**src/rtl/id_ex_stage_reg_if.sv**
```systemverilog
// ID/EX boundary bundle: ID-side instruction/control inputs and the registered EX-side copies.
// The ID stage and debug unit drive through master; the pipeline register sits on slave.
interface id_ex_stage_reg_if #(
  parameter int unsigned N_BITS      = 32,
  parameter int unsigned N_BITS_REG  = 5,
  parameter int unsigned N_BITS_FUNC = 6,
  parameter int unsigned N_BITS_CNT  = 16
);
  logic                   i_valid;
  logic                   i_stall;
  logic                   i_flush;
  logic                   i_halt;
  logic [1:0]             i_EX_ALUOp;
  logic                   i_EX_ALUSrc;
  logic                   i_EX_regDst;
  logic [1:0]             i_M_branch;
  logic                   i_M_memRead;
  logic                   i_M_memWrite;
  logic                   i_WB_memtoReg;
  logic                   i_WB_regWrite;
  logic [N_BITS-1:0]      i_pc_plus4;
  logic [N_BITS-1:0]      i_rs_data;
  logic [N_BITS-1:0]      i_rt_data;
  logic [N_BITS-1:0]      i_imm_ext;
  logic [N_BITS_REG-1:0]  i_rs;
  logic [N_BITS_REG-1:0]  i_rt;
  logic [N_BITS_REG-1:0]  i_rd;
  logic [N_BITS_FUNC-1:0] i_funct;

  logic                   o_valid;
  logic [1:0]             o_EX_ALUOp;
  logic                   o_EX_ALUSrc;
  logic                   o_EX_regDst;
  logic [1:0]             o_M_branch;
  logic                   o_M_memRead;
  logic                   o_M_memWrite;
  logic                   o_WB_memtoReg;
  logic                   o_WB_regWrite;
  logic [N_BITS-1:0]      o_pc_plus4;
  logic [N_BITS-1:0]      o_rs_data;
  logic [N_BITS-1:0]      o_rt_data;
  logic [N_BITS-1:0]      o_imm_ext;
  logic [N_BITS_REG-1:0]  o_rs;
  logic [N_BITS_REG-1:0]  o_rt;
  logic [N_BITS_REG-1:0]  o_rd;
  logic [N_BITS_FUNC-1:0] o_funct;
  logic                   o_halt;
  logic                   o_load_use_stall;
  logic [N_BITS_CNT-1:0]  o_bubble_count;

  modport master (
    output i_valid, i_stall, i_flush, i_halt,
    output i_EX_ALUOp, i_EX_ALUSrc, i_EX_regDst, i_M_branch, i_M_memRead, i_M_memWrite,
    output i_WB_memtoReg, i_WB_regWrite,
    output i_pc_plus4, i_rs_data, i_rt_data, i_imm_ext, i_rs, i_rt, i_rd, i_funct,
    input  o_valid,
    input  o_EX_ALUOp, o_EX_ALUSrc, o_EX_regDst, o_M_branch, o_M_memRead, o_M_memWrite,
    input  o_WB_memtoReg, o_WB_regWrite,
    input  o_pc_plus4, o_rs_data, o_rt_data, o_imm_ext, o_rs, o_rt, o_rd, o_funct,
    input  o_halt, o_load_use_stall, o_bubble_count
  );

  modport slave (
    input  i_valid, i_stall, i_flush, i_halt,
    input  i_EX_ALUOp, i_EX_ALUSrc, i_EX_regDst, i_M_branch, i_M_memRead, i_M_memWrite,
    input  i_WB_memtoReg, i_WB_regWrite,
    input  i_pc_plus4, i_rs_data, i_rt_data, i_imm_ext, i_rs, i_rt, i_rd, i_funct,
    output o_valid,
    output o_EX_ALUOp, o_EX_ALUSrc, o_EX_regDst, o_M_branch, o_M_memRead, o_M_memWrite,
    output o_WB_memtoReg, o_WB_regWrite,
    output o_pc_plus4, o_rs_data, o_rt_data, o_imm_ext, o_rs, o_rt, o_rd, o_funct,
    output o_halt, o_load_use_stall, o_bubble_count
  );
endinterface

```
**src/rtl/id_ex_stage_reg.sv**
```systemverilog
// ID/EX pipeline register: captures the decoded instruction, detects load-use hazards,
// inserts bubbles on hazard/flush/idle, freezes on debug stall, and latches a sticky halt.
module id_ex_stage_reg #(
  parameter int unsigned N_BITS      = 32,
  parameter int unsigned N_BITS_REG  = 5,
  parameter int unsigned N_BITS_FUNC = 6,
  parameter int unsigned N_BITS_CNT  = 16
) (
  input logic              i_clk,
  input logic              i_reset,
  id_ex_stage_reg_if.slave bus
);

  typedef struct packed {
    logic [1:0] alu_op;
    logic       alu_src;
    logic       reg_dst;
    logic [1:0] branch;
    logic       mem_read;
    logic       mem_write;
    logic       memto_reg;
    logic       reg_write;
  } ctrl_t;

  typedef struct packed {
    logic                   valid;
    ctrl_t                  ctrl;
    logic [N_BITS-1:0]      pc_plus4;
    logic [N_BITS-1:0]      rs_data;
    logic [N_BITS-1:0]      rt_data;
    logic [N_BITS-1:0]      imm_ext;
    logic [N_BITS_REG-1:0]  rs;
    logic [N_BITS_REG-1:0]  rt;
    logic [N_BITS_REG-1:0]  rd;
    logic [N_BITS_FUNC-1:0] funct;
  } stage_t;

  stage_t                stage_q, stage_d;
  logic                  halt_q, halt_d;
  logic [N_BITS_CNT-1:0] cnt_q, cnt_d;
  logic                  count_bubble;
  logic                  load_use;

  // Hazard only against a valid load held in EX whose destination is a real register.
  always_comb begin
    load_use = ~i_reset & stage_q.valid & stage_q.ctrl.mem_read & bus.i_valid & ~halt_q &
               (stage_q.rt != '0) & ((stage_q.rt == bus.i_rs) | (stage_q.rt == bus.i_rt));
  end

  always_comb begin
    stage_d      = stage_q;
    halt_d       = halt_q;
    cnt_d        = cnt_q;
    count_bubble = 1'b0;

    if (i_reset) begin
      stage_d = '0;
      halt_d  = 1'b0;
      cnt_d   = '0;
    end else if (bus.i_stall) begin
      // Debug freeze: everything holds.
    end else if (halt_q) begin
      stage_d = '0;
    end else if (bus.i_flush || load_use) begin
      stage_d      = '0;
      count_bubble = 1'b1;
    end else if (!bus.i_valid) begin
      stage_d = '0;
    end else begin
      stage_d.valid          = 1'b1;
      stage_d.ctrl.alu_op    = bus.i_EX_ALUOp;
      stage_d.ctrl.alu_src   = bus.i_EX_ALUSrc;
      stage_d.ctrl.reg_dst   = bus.i_EX_regDst;
      stage_d.ctrl.branch    = bus.i_M_branch;
      stage_d.ctrl.mem_read  = bus.i_M_memRead;
      stage_d.ctrl.mem_write = bus.i_M_memWrite;
      stage_d.ctrl.memto_reg = bus.i_WB_memtoReg;
      stage_d.ctrl.reg_write = bus.i_WB_regWrite;
      stage_d.pc_plus4       = bus.i_pc_plus4;
      stage_d.rs_data        = bus.i_rs_data;
      stage_d.rt_data        = bus.i_rt_data;
      stage_d.imm_ext        = bus.i_imm_ext;
      stage_d.rs             = bus.i_rs;
      stage_d.rt             = bus.i_rt;
      stage_d.rd             = bus.i_rd;
      stage_d.funct          = bus.i_funct;
      if (bus.i_halt) begin
        // HALT reaches EX as a valid slot but must not touch memory or registers.
        halt_d       = 1'b1;
        stage_d.ctrl = '0;
      end
    end

    if (count_bubble && (cnt_q != '1)) begin
      cnt_d = cnt_q + 1'b1;
    end
  end

  always_ff @(posedge i_clk) begin
    stage_q <= stage_d;
    halt_q  <= halt_d;
    cnt_q   <= cnt_d;
  end

  always_comb begin
    bus.o_valid          = stage_q.valid;
    bus.o_EX_ALUOp       = stage_q.ctrl.alu_op;
    bus.o_EX_ALUSrc      = stage_q.ctrl.alu_src;
    bus.o_EX_regDst      = stage_q.ctrl.reg_dst;
    bus.o_M_branch       = stage_q.ctrl.branch;
    bus.o_M_memRead      = stage_q.ctrl.mem_read;
    bus.o_M_memWrite     = stage_q.ctrl.mem_write;
    bus.o_WB_memtoReg    = stage_q.ctrl.memto_reg;
    bus.o_WB_regWrite    = stage_q.ctrl.reg_write;
    bus.o_pc_plus4       = stage_q.pc_plus4;
    bus.o_rs_data        = stage_q.rs_data;
    bus.o_rt_data        = stage_q.rt_data;
    bus.o_imm_ext        = stage_q.imm_ext;
    bus.o_rs             = stage_q.rs;
    bus.o_rt             = stage_q.rt;
    bus.o_rd             = stage_q.rd;
    bus.o_funct          = stage_q.funct;
    bus.o_halt           = halt_q;
    bus.o_load_use_stall = load_use;
    bus.o_bubble_count   = cnt_q;
  end

endmodule

```
**src/flat_wrapper.sv**
```systemverilog
// flat-port wrapper written by rule: the top's interface ports become plain ports
module id_ex_stage_reg_flat 
#(
  parameter int unsigned N_BITS      = 32,
  parameter int unsigned N_BITS_REG  = 5,
  parameter int unsigned N_BITS_FUNC = 6,
  parameter int unsigned N_BITS_CNT  = 16
)
  (i_clk, i_reset, bus_i_valid, bus_i_stall, bus_i_flush, bus_i_halt, bus_i_EX_ALUOp, bus_i_EX_ALUSrc, bus_i_EX_regDst, bus_i_M_branch, bus_i_M_memRead, bus_i_M_memWrite, bus_i_WB_memtoReg, bus_i_WB_regWrite, bus_i_pc_plus4, bus_i_rs_data, bus_i_rt_data, bus_i_imm_ext, bus_i_rs, bus_i_rt, bus_i_rd, bus_i_funct, bus_o_valid, bus_o_EX_ALUOp, bus_o_EX_ALUSrc, bus_o_EX_regDst, bus_o_M_branch, bus_o_M_memRead, bus_o_M_memWrite, bus_o_WB_memtoReg, bus_o_WB_regWrite, bus_o_pc_plus4, bus_o_rs_data, bus_o_rt_data, bus_o_imm_ext, bus_o_rs, bus_o_rt, bus_o_rd, bus_o_funct, bus_o_halt, bus_o_load_use_stall, bus_o_bubble_count);
  id_ex_stage_reg_if #(.N_BITS(N_BITS), .N_BITS_REG(N_BITS_REG), .N_BITS_FUNC(N_BITS_FUNC), .N_BITS_CNT(N_BITS_CNT)) bus_i ();
  input logic i_clk;
  input logic i_reset;
  input wire logic [$bits(bus_i.i_valid)-1:0] bus_i_valid;
  input wire logic [$bits(bus_i.i_stall)-1:0] bus_i_stall;
  input wire logic [$bits(bus_i.i_flush)-1:0] bus_i_flush;
  input wire logic [$bits(bus_i.i_halt)-1:0] bus_i_halt;
  input wire logic [$bits(bus_i.i_EX_ALUOp)-1:0] bus_i_EX_ALUOp;
  input wire logic [$bits(bus_i.i_EX_ALUSrc)-1:0] bus_i_EX_ALUSrc;
  input wire logic [$bits(bus_i.i_EX_regDst)-1:0] bus_i_EX_regDst;
  input wire logic [$bits(bus_i.i_M_branch)-1:0] bus_i_M_branch;
  input wire logic [$bits(bus_i.i_M_memRead)-1:0] bus_i_M_memRead;
  input wire logic [$bits(bus_i.i_M_memWrite)-1:0] bus_i_M_memWrite;
  input wire logic [$bits(bus_i.i_WB_memtoReg)-1:0] bus_i_WB_memtoReg;
  input wire logic [$bits(bus_i.i_WB_regWrite)-1:0] bus_i_WB_regWrite;
  input wire logic [$bits(bus_i.i_pc_plus4)-1:0] bus_i_pc_plus4;
  input wire logic [$bits(bus_i.i_rs_data)-1:0] bus_i_rs_data;
  input wire logic [$bits(bus_i.i_rt_data)-1:0] bus_i_rt_data;
  input wire logic [$bits(bus_i.i_imm_ext)-1:0] bus_i_imm_ext;
  input wire logic [$bits(bus_i.i_rs)-1:0] bus_i_rs;
  input wire logic [$bits(bus_i.i_rt)-1:0] bus_i_rt;
  input wire logic [$bits(bus_i.i_rd)-1:0] bus_i_rd;
  input wire logic [$bits(bus_i.i_funct)-1:0] bus_i_funct;
  output wire logic [$bits(bus_i.o_valid)-1:0] bus_o_valid;
  output wire logic [$bits(bus_i.o_EX_ALUOp)-1:0] bus_o_EX_ALUOp;
  output wire logic [$bits(bus_i.o_EX_ALUSrc)-1:0] bus_o_EX_ALUSrc;
  output wire logic [$bits(bus_i.o_EX_regDst)-1:0] bus_o_EX_regDst;
  output wire logic [$bits(bus_i.o_M_branch)-1:0] bus_o_M_branch;
  output wire logic [$bits(bus_i.o_M_memRead)-1:0] bus_o_M_memRead;
  output wire logic [$bits(bus_i.o_M_memWrite)-1:0] bus_o_M_memWrite;
  output wire logic [$bits(bus_i.o_WB_memtoReg)-1:0] bus_o_WB_memtoReg;
  output wire logic [$bits(bus_i.o_WB_regWrite)-1:0] bus_o_WB_regWrite;
  output wire logic [$bits(bus_i.o_pc_plus4)-1:0] bus_o_pc_plus4;
  output wire logic [$bits(bus_i.o_rs_data)-1:0] bus_o_rs_data;
  output wire logic [$bits(bus_i.o_rt_data)-1:0] bus_o_rt_data;
  output wire logic [$bits(bus_i.o_imm_ext)-1:0] bus_o_imm_ext;
  output wire logic [$bits(bus_i.o_rs)-1:0] bus_o_rs;
  output wire logic [$bits(bus_i.o_rt)-1:0] bus_o_rt;
  output wire logic [$bits(bus_i.o_rd)-1:0] bus_o_rd;
  output wire logic [$bits(bus_i.o_funct)-1:0] bus_o_funct;
  output wire logic [$bits(bus_i.o_halt)-1:0] bus_o_halt;
  output wire logic [$bits(bus_i.o_load_use_stall)-1:0] bus_o_load_use_stall;
  output wire logic [$bits(bus_i.o_bubble_count)-1:0] bus_o_bubble_count;
  assign bus_i.i_valid = bus_i_valid;
  assign bus_i.i_stall = bus_i_stall;
  assign bus_i.i_flush = bus_i_flush;
  assign bus_i.i_halt = bus_i_halt;
  assign bus_i.i_EX_ALUOp = bus_i_EX_ALUOp;
  assign bus_i.i_EX_ALUSrc = bus_i_EX_ALUSrc;
  assign bus_i.i_EX_regDst = bus_i_EX_regDst;
  assign bus_i.i_M_branch = bus_i_M_branch;
  assign bus_i.i_M_memRead = bus_i_M_memRead;
  assign bus_i.i_M_memWrite = bus_i_M_memWrite;
  assign bus_i.i_WB_memtoReg = bus_i_WB_memtoReg;
  assign bus_i.i_WB_regWrite = bus_i_WB_regWrite;
  assign bus_i.i_pc_plus4 = bus_i_pc_plus4;
  assign bus_i.i_rs_data = bus_i_rs_data;
  assign bus_i.i_rt_data = bus_i_rt_data;
  assign bus_i.i_imm_ext = bus_i_imm_ext;
  assign bus_i.i_rs = bus_i_rs;
  assign bus_i.i_rt = bus_i_rt;
  assign bus_i.i_rd = bus_i_rd;
  assign bus_i.i_funct = bus_i_funct;
  assign bus_o_valid = bus_i.o_valid;
  assign bus_o_EX_ALUOp = bus_i.o_EX_ALUOp;
  assign bus_o_EX_ALUSrc = bus_i.o_EX_ALUSrc;
  assign bus_o_EX_regDst = bus_i.o_EX_regDst;
  assign bus_o_M_branch = bus_i.o_M_branch;
  assign bus_o_M_memRead = bus_i.o_M_memRead;
  assign bus_o_M_memWrite = bus_i.o_M_memWrite;
  assign bus_o_WB_memtoReg = bus_i.o_WB_memtoReg;
  assign bus_o_WB_regWrite = bus_i.o_WB_regWrite;
  assign bus_o_pc_plus4 = bus_i.o_pc_plus4;
  assign bus_o_rs_data = bus_i.o_rs_data;
  assign bus_o_rt_data = bus_i.o_rt_data;
  assign bus_o_imm_ext = bus_i.o_imm_ext;
  assign bus_o_rs = bus_i.o_rs;
  assign bus_o_rt = bus_i.o_rt;
  assign bus_o_rd = bus_i.o_rd;
  assign bus_o_funct = bus_i.o_funct;
  assign bus_o_halt = bus_i.o_halt;
  assign bus_o_load_use_stall = bus_i.o_load_use_stall;
  assign bus_o_bubble_count = bus_i.o_bubble_count;
  id_ex_stage_reg #(.N_BITS(N_BITS), .N_BITS_REG(N_BITS_REG), .N_BITS_FUNC(N_BITS_FUNC), .N_BITS_CNT(N_BITS_CNT)) u_core (.i_clk(i_clk), .i_reset(i_reset), .bus(bus_i));
endmodule
```
**config.mk**
```make
export PLATFORM = sky130hd
export DESIGN_NAME = id_ex_stage_reg_flat
export DESIGN_NICKNAME = d
export VERILOG_FILES = /design/src/rtl/id_ex_stage_reg_if.sv /design/src/rtl/id_ex_stage_reg.sv /design/src/flat_wrapper.sv
export SDC_FILE = /design/constraint.sdc
export NUM_CORES = 1
export LEC_CHECK = 0
export CORE_UTILIZATION = 30
export CTS_BUF_LIST = sky130_fd_sc_hd__clkbuf_4
export DETAILED_ROUTE_END_ITERATION = 16
export PLACE_DENSITY = 0.59
export REMOVE_ABC_BUFFERS = 1
export SYNTH_ARGS = -nofsm -noshare
export SYNTH_HDL_FRONTEND = slang
export SYNTH_SLANG_ARGS = --single-unit
```
**constraint.sdc**
```tcl
create_clock -name i_clk -period 3.9 [get_ports i_clk]
set_input_delay 0.39 -clock i_clk [delete_from_list [all_inputs] [get_ports i_clk]]
set_output_delay 0.39 -clock i_clk [all_outputs]
set_load 0.01 [all_outputs]
```
==> metrics.md, run 1 <==
| Metric | Value |
|---|---|
| Via count | 5961 |
| Worst-case vdd ir drop | 0.200 mV |
| Critical path arrival | 2.61 ns |
| Startpoint types | input pin |
| Clock Skews | roughly 0.025 ns |
| Clock Tree Root | clkbuf_4 |
| Post-Synthesis Cells | between 600 and 700 |
| Critical Path Source | i_reset |
| Fraction of the yosys area taken by sequential cells | 0.499 |
| Number of warning messages in the yosys log | 0 |
| Minimum setup slack in the final design | between 0.9 and 1 ns |
| Peak fanout along the critical path | 7 |
| Leading post-synthesis cells by cell area | dfxtp_1 (43%), mux2i_1 (20%), a21oi_2 (12%), edfxtp_1 (6.5%), a21oi_1 (3.4%) |
| Fraction of synthesized cell area taken by the top area cell type | 0.434 |
| Wirelength per Cell | 16.5 um |
| Initial core utilization | 0.305 |
| RR Endpoint | u_core.bus.o_bubble_count[15]$_SDFFCE_PN0P_ |
| Share of the clock period used by the worst path | 0.769 |
| Most frequent cell on the critical path | clkdlybuf4s50_1 |
| Count of flip-flops with a built-in enable after synthesis | 16 |
| Maximum number of pins on one net before global-route repair | 109 |
| Cts bufs inserted | 17 |
| Run status | finished clean |
| Die span in x | around 160 um |
| Most common library cell in the layout ignoring fill and taps | clkdlybuf4s50_1 |
| Growth of design area from synthesis to finish | 54.5% |
| Final Max Slew Viols | 0 |
| Area of the multi-input gates | ~3400 um2 |
| Worst R2R Path Depth | 7 |
| CP endpoint | bus_o_load_use_stall |
| Max-slew headroom | 0.380 |
| Clock insertion delay at the later pin of the skew report | between 0.5 and 0.6 ns |
| Antenna Nets Post-Route | 0 |
| Area after DPL | about 11000 um2 |
| Clock transition at the registers of the reported paths | 0.16 ns |
| Count of buffers added by post-CTS timing repair for setup | 0 |
| Mapped cell area | around 7400 um2 |
| Category of the critical setup timing path | input pin to output pin |
| Critical R2R Launch | u_core.bus.o_bubble_count[0]$_SDFFCE_PN0P_ |
| Path category of the worst min-delay check | input pin to flip-flop |
| Bufs and invs on worst path | 2 |
| # fillers | between 2000 and 2500 |
| Time the worst path needs with I/O delays and setup | around 3.0 ns |
| Die Span Y | about 160 um |
| Placeable core area | about 24000 um2 |
| Maximum single-stage delay on the critical path | approximately 0.60 ns |
| Commonest cells after routing, fill and taps aside | clkdlybuf4s50_1 (341), dfxtp_1 (161), mux2i_1 (149) |
| Final hold slack | roughly 0.38 ns |
| Pre-CTS WS | roughly 0.89 ns |
| Synthesized area per cell | 11.4 um2 |
| Prevailing post-synth register cell | dfxtp_1 |
| Number of H-tree levels | 4 |
| Max Clock Freq | 333 MHz |
| Clock Path Buffers | 2 |
| Final routed wirelength across all metal layers | 21600 um |
| DRC violation total after the first TritonRoute iteration | a little under 200 |
| Total global-route track usage | 0.169 |
| Final net count | 1137 |
| Leakage | 0.00444 uW |
| Post-synth top area cell | dfxtp_1 |
| Post-layout utilization of the core | 0.472 |
| Synth unique cells | 36 |
| Area used by sequential logic in the layout | around 3700 um2 |
| Weighted congestion reported at the end of routability-driven placement | ~0.74 |
| Unrepaired setup endpoints after global routing | false |
| Die ar. | between 20000 and 30000 um2 |
| Overall overflow remaining after global route | 0 |
| Final design area excluding fillers | approximately 11000 um2 |
| Logic depth of the worst setup path including buffers | 5 |
| CTS resizes | 0 |
| Cells traversed along the worst timing path | clkdlybuf4s50_1 > nor3b_1 > o2111ai_2 > nor2_1 > clkdlybuf4s50_1 |
| Sum of net half-perimeters after detailed placement | between 10000 and 15000 um |
| R2R setup slack | between 1 and 1.5 ns |
| Max-Cap Viols | 0 |
| FFs w/ async S/R, synth | 0 |
| Clock net sink count | 177 |
| Global-route wire length before repair | 33600 um |
| Remaining routing DRC violations | 0 |
| Hold violation count in the final report | 0 |
| Buffers on Ports | around 340 |
| CTS Hold Bufs | 0 |
| Slowest stage cell, crit path | clkdlybuf4s50_1 |
| Crit path capture type | output pin |
| Clock tree from TritonCTS | yes |
| Vias per Instance | between 4 and 5 |
| Post-synthesis register bit count | 177 |
| Number of standard-cell rows in the floorplan | 57 |
| CP top delay family | buffers and inverters |
| Pwr Density | 343 nW/um2 |
| Number of antenna violations at the first check in global routing | 1 |
| Data required, critical path | about 3.5 ns |
| Vias in the first global route | between 5000 and 6000 |
| Fraction of layout cells with a size suffix above 1 | 0.164 |
| Setup violators final | 0 |
| Number of I/O pins | between 300 and 400 |
| 1st-pass router iterations | 6 |
| Pwr Total | around 3900 uW |
| Worst-margin pin slew | between 0.9 and 1 ns |
==> worst min-delay path by stage <==
| stage | depth (start not counted) | to | start | slack [ns] |
|---|---|---|---|---|
| 3_5_place_dp | 2 | u_core.bus.o_M_branch[0]$_SDFFE_PP0N_ | u_core.bus.o_M_branch[0]$_SDFFE_PP0N_ | 0.44 |
| 6_report | 3 | u_core.bus.o_M_branch[0]$_SDFFE_PP0N_ | bus_i_M_branch[0] | 0.38 |
| 2_1_floorplan | 1 | u_core.bus.o_EX_ALUOp[0]$_SDFFE_PP0N_ | bus_i_stall | 0.49 |
| 3_3_place_gp | 2 | u_core.bus.o_M_branch[1]$_SDFFE_PP0N_ | u_core.bus.o_M_branch[1]$_SDFFE_PP0N_ | 0.43 |
| 4_1_cts | 3 | u_core.bus.o_EX_ALUOp[0]$_SDFFE_PP0N_ | bus_i_EX_ALUOp[0] | 0.30 |
| 5_1_grt | 3 | u_core.bus.o_M_memWrite$_SDFFE_PP0N_ | bus_i_M_memWrite | 0.31 |
==> where the power goes <==
group,internal (uW),leakage [uW],switching [uW]
clock network,478,0.000172,742
logic,420,0.00278,309
registers,1930,0.00148,55.9
==> Yosys cell counts, types with 2 or more instances <==
cell,instances
xnor2_1,8
buf_2,3
inv_1,15
clkbuf_1,40
nor3_1,5
nand3_1,5
mux2i_1,149
nor2b_1,2
xor2_1,16
buf_6,11
a21oi_2,100
nand2_1,15
a21oi_1,50
dfxtp_1,161
nor4_1,2
nand2b_1,3
o211a_1,2
nor2_1,22
o41ai_2,10
edfxtp_1,16
==> layout make-up <==
type,instances,area share
well taps,324,0.0353
clock buffers,18,0.0118
diodes,2,0.000436
clock inverters,14,0.0169
inverters,15,0.00491
flip-flops and latches,177,0.323
repair buffers,356,0.312
multi-input cells,404,0.296
==> logic make-up after synthesis <==
family / share of synthesized area
compound gates: 0.185
simple gates: 0.0382
xor+xnor: 0.0283
flops: 0.499
buf+inv: 0.0470
fa+ha+maj: 0.00168
mux: 0.201
==> per-stage QoR <==
stage | std cells | TNS (ns)
CTS | 1308 | 0
global route | 1310 | 0
global placement | 1276 | 0
floorplan | 596 | -419.24
finish | 1310 | 0
detailed placement | 1276 | 0
==> flip-flops by register name (all words and copies together) (netlist names), 2 cells and up <==
name                       flops
u_core.bus.o_EX_ALUOp          2
u_core.bus.o_M_branch          2
u_core.bus.o_bubble_count     16
u_core.bus.o_funct             6
u_core.bus.o_imm_ext          32
u_core.bus.o_pc_plus4         32
u_core.bus.o_rd                5
u_core.bus.o_rs                5
u_core.bus.o_rs_data          32
u_core.bus.o_rt                5
u_core.bus.o_rt_data          32
==> metal layers <==
layer,up-vias,global-route usage,wire (um)
met4,0,0.0450,152
met3,12,0.0643,1740
met2,206,0.276,10300
li1,2949,-,-
met5,-,0,0
met1,2794,0.207,9460
==> worst min-delay path: stages <==
cell and delay [ns]:
clkdlybuf4s50_1 0.40, inv_1 0.07, o41ai_2 0.06
(Power assumes the default switching activity.)
==> inputs of run 2 (changes only) <==
Settings changed: PLACE_DENSITY 0.59 to 0.62.
Clock period 3.9 ns to 2.7 ns, I/O delays scaled along.
==> metrics.md, run 2 (same netlist as run 1, synthesis figures left out) <==
| Metric | Value |
|---|---|
| Overall overflow remaining after global route | 0 (unchanged) |
| Unrepaired setup endpoints after global routing | false (unchanged) |
| Clock transition at the registers of the reported paths | 0.16 ns (about the same) |
| Data required, critical path | 2.43 ns (was 3.51 ns) |
| Bufs and invs on worst path | 1 (was 2) |
| Initial core utilization | 0.305 (unchanged) |
| Startpoint types | flip-flop (was input pin) |
| Clock Path Buffers | 2 (unchanged) |
| Most common library cell in the layout ignoring fill and taps | clkdlybuf4s50_1 (unchanged) |
| CTS Hold Bufs | 0 (unchanged) |
| Clock Skews | 0.0349 ns (was 0.0254 ns) |
| DRC violation total after the first TritonRoute iteration | 254 (was 196) |
| Number of H-tree levels | 4 (unchanged) |
| Final routed wirelength across all metal layers | 21200 um (was 21600 um) |
| Fraction of layout cells with a size suffix above 1 | 0.181 (was 0.164) |
| Leakage | 0.00454 uW (was 0.00444 uW) |
| Die span in x | 159 um (unchanged) |
| Setup violators final | 0 (unchanged) |
| Global-route wire length before repair | 32900 um (was 33600 um) |
| Switch share | 0.296 (was 0.282) |
| Number of I/O pins | 343 (unchanged) |
| Weighted congestion reported at the end of routability-driven placement | 0.770 (was 0.739) |
| Clock tree from TritonCTS | yes (unchanged) |
| Cts bufs inserted | 17 (unchanged) |
| Run status | finished clean (unchanged) |
| Number of standard-cell rows in the floorplan | 57 (unchanged) |
| Share of the clock period used by the worst path | 0.845 |
| Share of total power in the clock network | 0.294 (was 0.310) |
| Post-layout utilization of the core | 0.478 (was 0.472) |
| Number of antenna violations at the first check in global routing | 1 (unchanged) |
| Final net count | 1148 (was 1137) |
| Placeable core area | 24300 um2 (unchanged) |
| Worst-margin pin slew | 0.884 ns (was 0.930 ns) |
| Hold violation count in the final report | 0 (unchanged) |
| Growth of design area from synthesis to finish | 56.6% (was 54.5%) |
| Commonest cells after routing, fill and taps aside | clkdlybuf4s50_1 (340), dfxtp_1 (157), mux2i_1 (149) (was clkdlybuf4s50_1 (341), dfxtp_1 (161), mux2i_1 (149)) |
| Worst-case vdd ir drop | 0.266 mV (was 0.200 mV) |
| Die Span Y | 159 um (unchanged) |
| Clock insertion delay at the later pin of the skew report | 0.56 ns (was 0.57 ns) |
| Time the worst path needs with I/O delays and setup | ~2.3 ns |
| Vias in the first global route | 5893 (was 5940) |
| Combinational fraction of design power | 0.193 (was 0.186) |
| Remaining routing DRC violations | 0 (unchanged) |
| Max-Cap Viols | 0 (unchanged) |
| Cells traversed along the worst timing path | or4_4 > o2111ai_4 > nor2_4 > dlymetal6s2s_1 (was clkdlybuf4s50_1 > nor3b_1 > o2111ai_2 > nor2_1 > clkdlybuf4s50_1) |
| Buffers on Ports | 342 (unchanged) |
| Clock net sink count | 177 (unchanged) |
| Clock Tree Root | clkbuf_4 (unchanged) |
| CP top delay family | simple AND/OR/NAND/NOR gates (was buffers and inverters) |
| Critical path arrival | 2.01 ns (was 2.61 ns) |
| Pwr Total | 5580 uW (was 3930 uW) |
| Via count | 6000 (was 5961) |
| Vias per Instance | 4.55 (about the same) |
| Wirelength per Cell | 16.1 um (was 16.5 um) |
| Maximum number of pins on one net before global-route repair | 116 (was 109) |
| Peak fanout along the critical path | 5 (was 7) |
| Final Max Slew Viols | 0 (unchanged) |
| Sum of net half-perimeters after detailed placement | 14900 um (about the same) |
| Pwr Density | 480 nW/um2 (was 343 nW/um2) |
| Part of the total power dissipated in sequential elements | 0.513 (was 0.504) |
| Maximum single-stage delay on the critical path | 0.56 ns (was 0.60 ns) |
| Path category of the worst min-delay check | input pin to flip-flop (unchanged) |
| Slowest stage cell, crit path | or4_4 (was clkdlybuf4s50_1) |
| Max-slew headroom | 0.410 (was 0.380) |
| Max Clock Freq | roughly 440 MHz |
| Category of the critical setup timing path | flip-flop to output pin (was input pin to output pin) |
| Total global-route track usage | 0.164 (was 0.169) |
| Antenna Nets Post-Route | 0 (unchanged) |
| Cell-internal power | 3930 uW (was 2820 uW) |
| Power dissipated by switching net loads | 1650 uW (was 1110 uW) |
| 1st-pass router iterations | 4 (was 6) |
| Die ar. | 25400 um2 (unchanged) |
| Crit path capture type | output pin (unchanged) |
run 2: cell types whose count changed in the layout (fill, tap and decap cells not counted), moves of 2 or more:
cell and delta:
buf_12 +4, buf_4 +7, bufinv_16 -2, clkinv_4 -2
clkinv_8 +4, clkinvlp_4 -2, dfxtp_1 -4, dfxtp_2 +4
run 2: power by group through the flow:
stage / logic (uW) / clock network (uW) / registers (uW)
2_1_floorplan: 355 / 0 / 2970
3_3_place_gp: 1080 / 0 / 2910
3_5_place_dp: 1080 / 0 / 2920
4_1_cts: 1090 / 1730 / 2870
5_1_grt: 1150 / 1840 / 2880
6_report: 1080 / 1640 / 2860
run 2: final timing paths:
kind              slack, ns                                  startpoint  cells after the start                                    endpoint
hold reg to reg        0.47       u_core.bus.o_WB_regWrite$_SDFFE_PP0N_                      2       u_core.bus.o_WB_regWrite$_SDFFE_PP0N_
hold / removal         0.18                                 bus_i_stall                      3             u_core.bus.o_rs[1]$_SDFFE_PP0N_
setup / recovery       0.42             u_core.bus.o_rt[1]$_SDFFE_PP0N_                      4                        bus_o_load_use_stall
setup reg to reg       0.47  u_core.bus.o_bubble_count[0]$_SDFFCE_PN0P_                      8  u_core.bus.o_bubble_count[1]$_SDFFCE_PN0P_
run 2: through the flow:
| step | hold slack (ns) | setup TNS [ns] | setup WS [ns] | instances | area (um2) |
|---|---|---|---|---|---|
| floorplan | 0.372 | -608.58 | -3.98 | 596 | 7130 |
| detailed placement | 0.438 | 0 | 0.0736 | 1283 | 11200 |
| finish | 0.179 | 0 | 0.418 | 1320 | 11600 |
| global placement | 0.436 | 0 | 0.155 | 1283 | 11200 |
| global route | 0.0992 | 0 | 0.302 | 1320 | 11600 |
| CTS | 0.106 | 0 | 0.00924 | 1315 | 11600 |
run 2: cell type report:
| class | instances | area [um2] |
|---|---|---|
| well taps | 324 | 405 |
| flip-flops and latches | 177 | 3710 |
| clock inverters | 15 | 189 |
| multi-input cells | 404 | 3420 |
| clock buffers | 17 | 128 |
| fillers | 2286 | 12700 |
| repair buffers | 367 | 3720 |
| inverters | 15 | 56.3 |
| diodes | 1 | 2.50 |
run 2: worst reg2reg max path: stages, from the launching register on:
cell and delay, ns:
edfxtp_1 0.48, ha_1 0.22, nand3_1 0.11, nor4_1 0.34, buf_4 0.19, a211oi_1 0.06, o21ba_2 0.31, nand2b_1 0.08
buf_4 0.21
run 2: per-layer routing:
| layer | GRT usage | up-vias | wire (um) |
|---|---|---|---|
| li1 | - | 2963 | - |
| met1 | 0.201 | 2818 | 9220 |
| met2 | 0.275 | 214 | 10300 |
| met3 | 0.0581 | 5 | 1540 |
| met4 | 0.0354 | 0 | 124 |
| met5 | 0 | - | 0 |
run 2: timing repair:
item                                    4_1_cts  5_1_grt
setup buffers                                 0        4
resized for setup                             8        3
endpoints found under the setup margin        1        1
pin swaps                                     0        2
==> inputs of run 3 (changes only) <==
Settings changed: PLACE_DENSITY 0.62 to 0.59.
Clock period 2.7 ns to 2.3 ns, I/O delays scaled along.
==> metrics.md, run 3 (same netlist as run 1, synthesis figures left out) <==
| Metric | Value |
|---|---|
| Commonest cells after routing, fill and taps aside | clkdlybuf4s50_1 (340), dfxtp_1 (156), mux2i_1 (149) (was clkdlybuf4s50_1 (340), dfxtp_1 (157), mux2i_1 (149)) |
| Final design area excluding fillers | 11800 um2 (was 11600 um2) |
| Final Max Slew Viols | 0 (unchanged) |
| Detail Route met3 WL | 1670 um (was 1540 um) |
| Weighted congestion reported at the end of routability-driven placement | 0.793 (was 0.770) |
| Slowest stage cell, crit path | or4_4 (unchanged) |
| Number of standard-cell rows in the floorplan | 57 (unchanged) |
| Worst-margin pin slew | 0.879 ns (was 0.884 ns) |
| Clock tree from TritonCTS | yes (unchanged) |
| Pwr Density | 546 nW/um2 (was 480 nW/um2) |
| Clock Skews | 0.0281 ns (was 0.0349 ns) |
| Final routed wirelength across all metal layers | 21500 um (was 21200 um) |
| Peak fanout along the critical path | 5 (unchanged) |
| Number of antenna violations at the first check in global routing | 1 (unchanged) |
| Data required, critical path | 2.07 ns (was 2.43 ns) |
| Clock insertion delay at the later pin of the skew report | 0.56 ns (about the same) |
| Path category of the worst min-delay check | input pin to flip-flop (unchanged) |
| 1st-pass router iterations | 4 (unchanged) |
| Crit path capture type | output pin (unchanged) |
| Clock net sink count | 177 (unchanged) |
| Highest signal layer in the routed design | met4 (unchanged) |
| Most common library cell in the layout ignoring fill and taps | clkdlybuf4s50_1 (unchanged) |
| Fraction of layout cells with a size suffix above 1 | 0.194 (was 0.181) |
| Global-route wire length before repair | 34200 um (was 32900 um) |
| Vias per Instance | 4.52 (was 4.55) |
| Worst-case vdd ir drop | 0.274 mV (was 0.266 mV) |
| Antenna Nets Post-Route | 0 (unchanged) |
| Pwr Total | 6450 uW (was 5580 uW) |
| Share of the clock period used by the worst path | 0.918 |
| Time the worst path needs with I/O delays and setup | 2.11 ns |
| Post-route met1 wirelength | 9330 um (was 9220 um) |
| Area after DPL | 11500 um2 (was 11200 um2) |
| Die span in x | 159 um (unchanged) |
| Die Span Y | 159 um (unchanged) |
| CTS Hold Bufs | 0 (unchanged) |
| Overall overflow remaining after global route | 0 (unchanged) |
| Number of H-tree levels | 4 (unchanged) |
| Setup violators final | 0 (unchanged) |
| Startpoint types | flip-flop (unchanged) |
| Clock Tree Root | clkbuf_4 (unchanged) |
| Max Clock Freq | roughly 470 MHz |
| Sum of net half-perimeters after detailed placement | 15600 um (was 14900 um) |
| Wirelength per Cell | 16.1 um (about the same) |
| Maximum number of pins on one net before global-route repair | 110 (was 116) |
| Buffers on Ports | 342 (unchanged) |
| Critical path arrival | 1.88 ns (was 2.01 ns) |
| DRC violation total after the first TritonRoute iteration | 245 (was 254) |
| # fillers | 2306 (was 2286) |
| Cts bufs inserted | 17 (unchanged) |
| Initial core utilization | 0.305 (unchanged) |
| Final net count | 1162 (was 1148) |
| Unrepaired setup endpoints after global routing | false (unchanged) |
| Number of I/O pins | 343 (unchanged) |
| Total global-route track usage | 0.170 (was 0.164) |
| Hold violation count in the final report | 0 (unchanged) |
| Clock Path Buffers | 2 (unchanged) |
| Run status | finished clean (unchanged) |
| Growth of design area from synthesis to finish | 59.1% (was 56.6%) |
| Max-slew headroom | 0.414 (was 0.410) |
| Vias in the first global route | 6173 (was 5893) |
| Max-Cap Viols | 0 (unchanged) |
| Category of the critical setup timing path | flip-flop to output pin (unchanged) |
| Clock transition at the registers of the reported paths | 0.15 ns (was 0.16 ns) |
| Die ar. | 25400 um2 (unchanged) |
| Remaining routing DRC violations | 0 (unchanged) |
| Leakage | 0.00463 uW (was 0.00454 uW) |
| Via count | 6029 (was 6000) |
| Maximum single-stage delay on the critical path | 0.54 ns (was 0.56 ns) |
| Wire length on met2 | 10300 um (about the same) |
| Cells traversed along the worst timing path | or4_4 > o2111ai_4 > nor2_2 > buf_2 (was or4_4 > o2111ai_4 > nor2_4 > dlymetal6s2s_1) |
| Placeable core area | 24300 um2 (unchanged) |
-- run 3: cell type report --
type / count / area (um2) / share of cell area
antenna: 1 / 2.50 / 0.000212
clock buffer: 18 / 135 / 0.0114
clock inverter: 14 / 148 / 0.0125
inverter: 15 / 56.3 / 0.00476
multi-input combinational: 404 / 3420 / 0.289
sequential: 177 / 3710 / 0.314
tap: 324 / 405 / 0.0343
timing repair buffer: 381 / 3940 / 0.333
-- run 3: power by group --
group,internal [uW],leakage (uW),switching (uW)
Combinational,766,0.00299,541
Sequential,3260,0.00149,92.6
Clock,591,0.000155,1200
-- run 3: final timing paths --
path                                                       startpoint                                          end  slack [ns]  depth (start not counted)
worst max-delay path                  u_core.bus.o_rt[2]$_SDFFE_PP0N_                         bus_o_load_use_stall        0.19                          4
worst min-delay path                                bus_i_WB_regWrite        u_core.bus.o_WB_regWrite$_SDFFE_PP0N_        0.23                          3
worst max register to register         u_core.bus.o_halt$_SDFFE_PP0N_  u_core.bus.o_bubble_count[12]$_SDFFCE_PN0P_        0.21                          8
worst min register to register  u_core.bus.o_M_branch[1]$_SDFFE_PP0N_        u_core.bus.o_M_branch[1]$_SDFFE_PP0N_        0.47                          2
-- run 3: critical path, delay by kind of cell (launching register included) --
kind	cells	cell delay, ns
compound gates	1	0.21
buf+inv	1	0.15
flops	1	0.39
simple gates	2	0.61
-- run 3: timing repair --
item                       4_1_cts  5_1_grt
pin swaps                        2        1
buffers inserted                 2        0
setup endpoints to repair        1        1
gates resized for setup         15        1
gates cloned                     0        0
-- run 3: per-layer routing --
layer  up-vias  global-route usage
met5         -                   0
met4         0              0.0424
met3        10              0.0578
met2       202               0.287
met1      2819               0.207
li1       2998                   -
-- run 3: stage by stage --
step / TNS, ns / hold WS (ns) / worst slack, ns / cells / util
5_1_grt: 0 / 0.178 / 0.0558 / 1334 / 0.486
3_5_place_dp: -0.929 / 0.440 / -0.0558 / 1299 / 0.472
4_1_cts: 0 / 0.175 / 0.00665 / 1333 / 0.486
3_3_place_gp: -0.546 / 0.436 / -0.0422 / 1299 / 0.472
6_report: 0 / 0.235 / 0.188 / 1334 / 0.486
2_1_floorplan: -675.39 / 0.332 / -4.38 / 596 / -
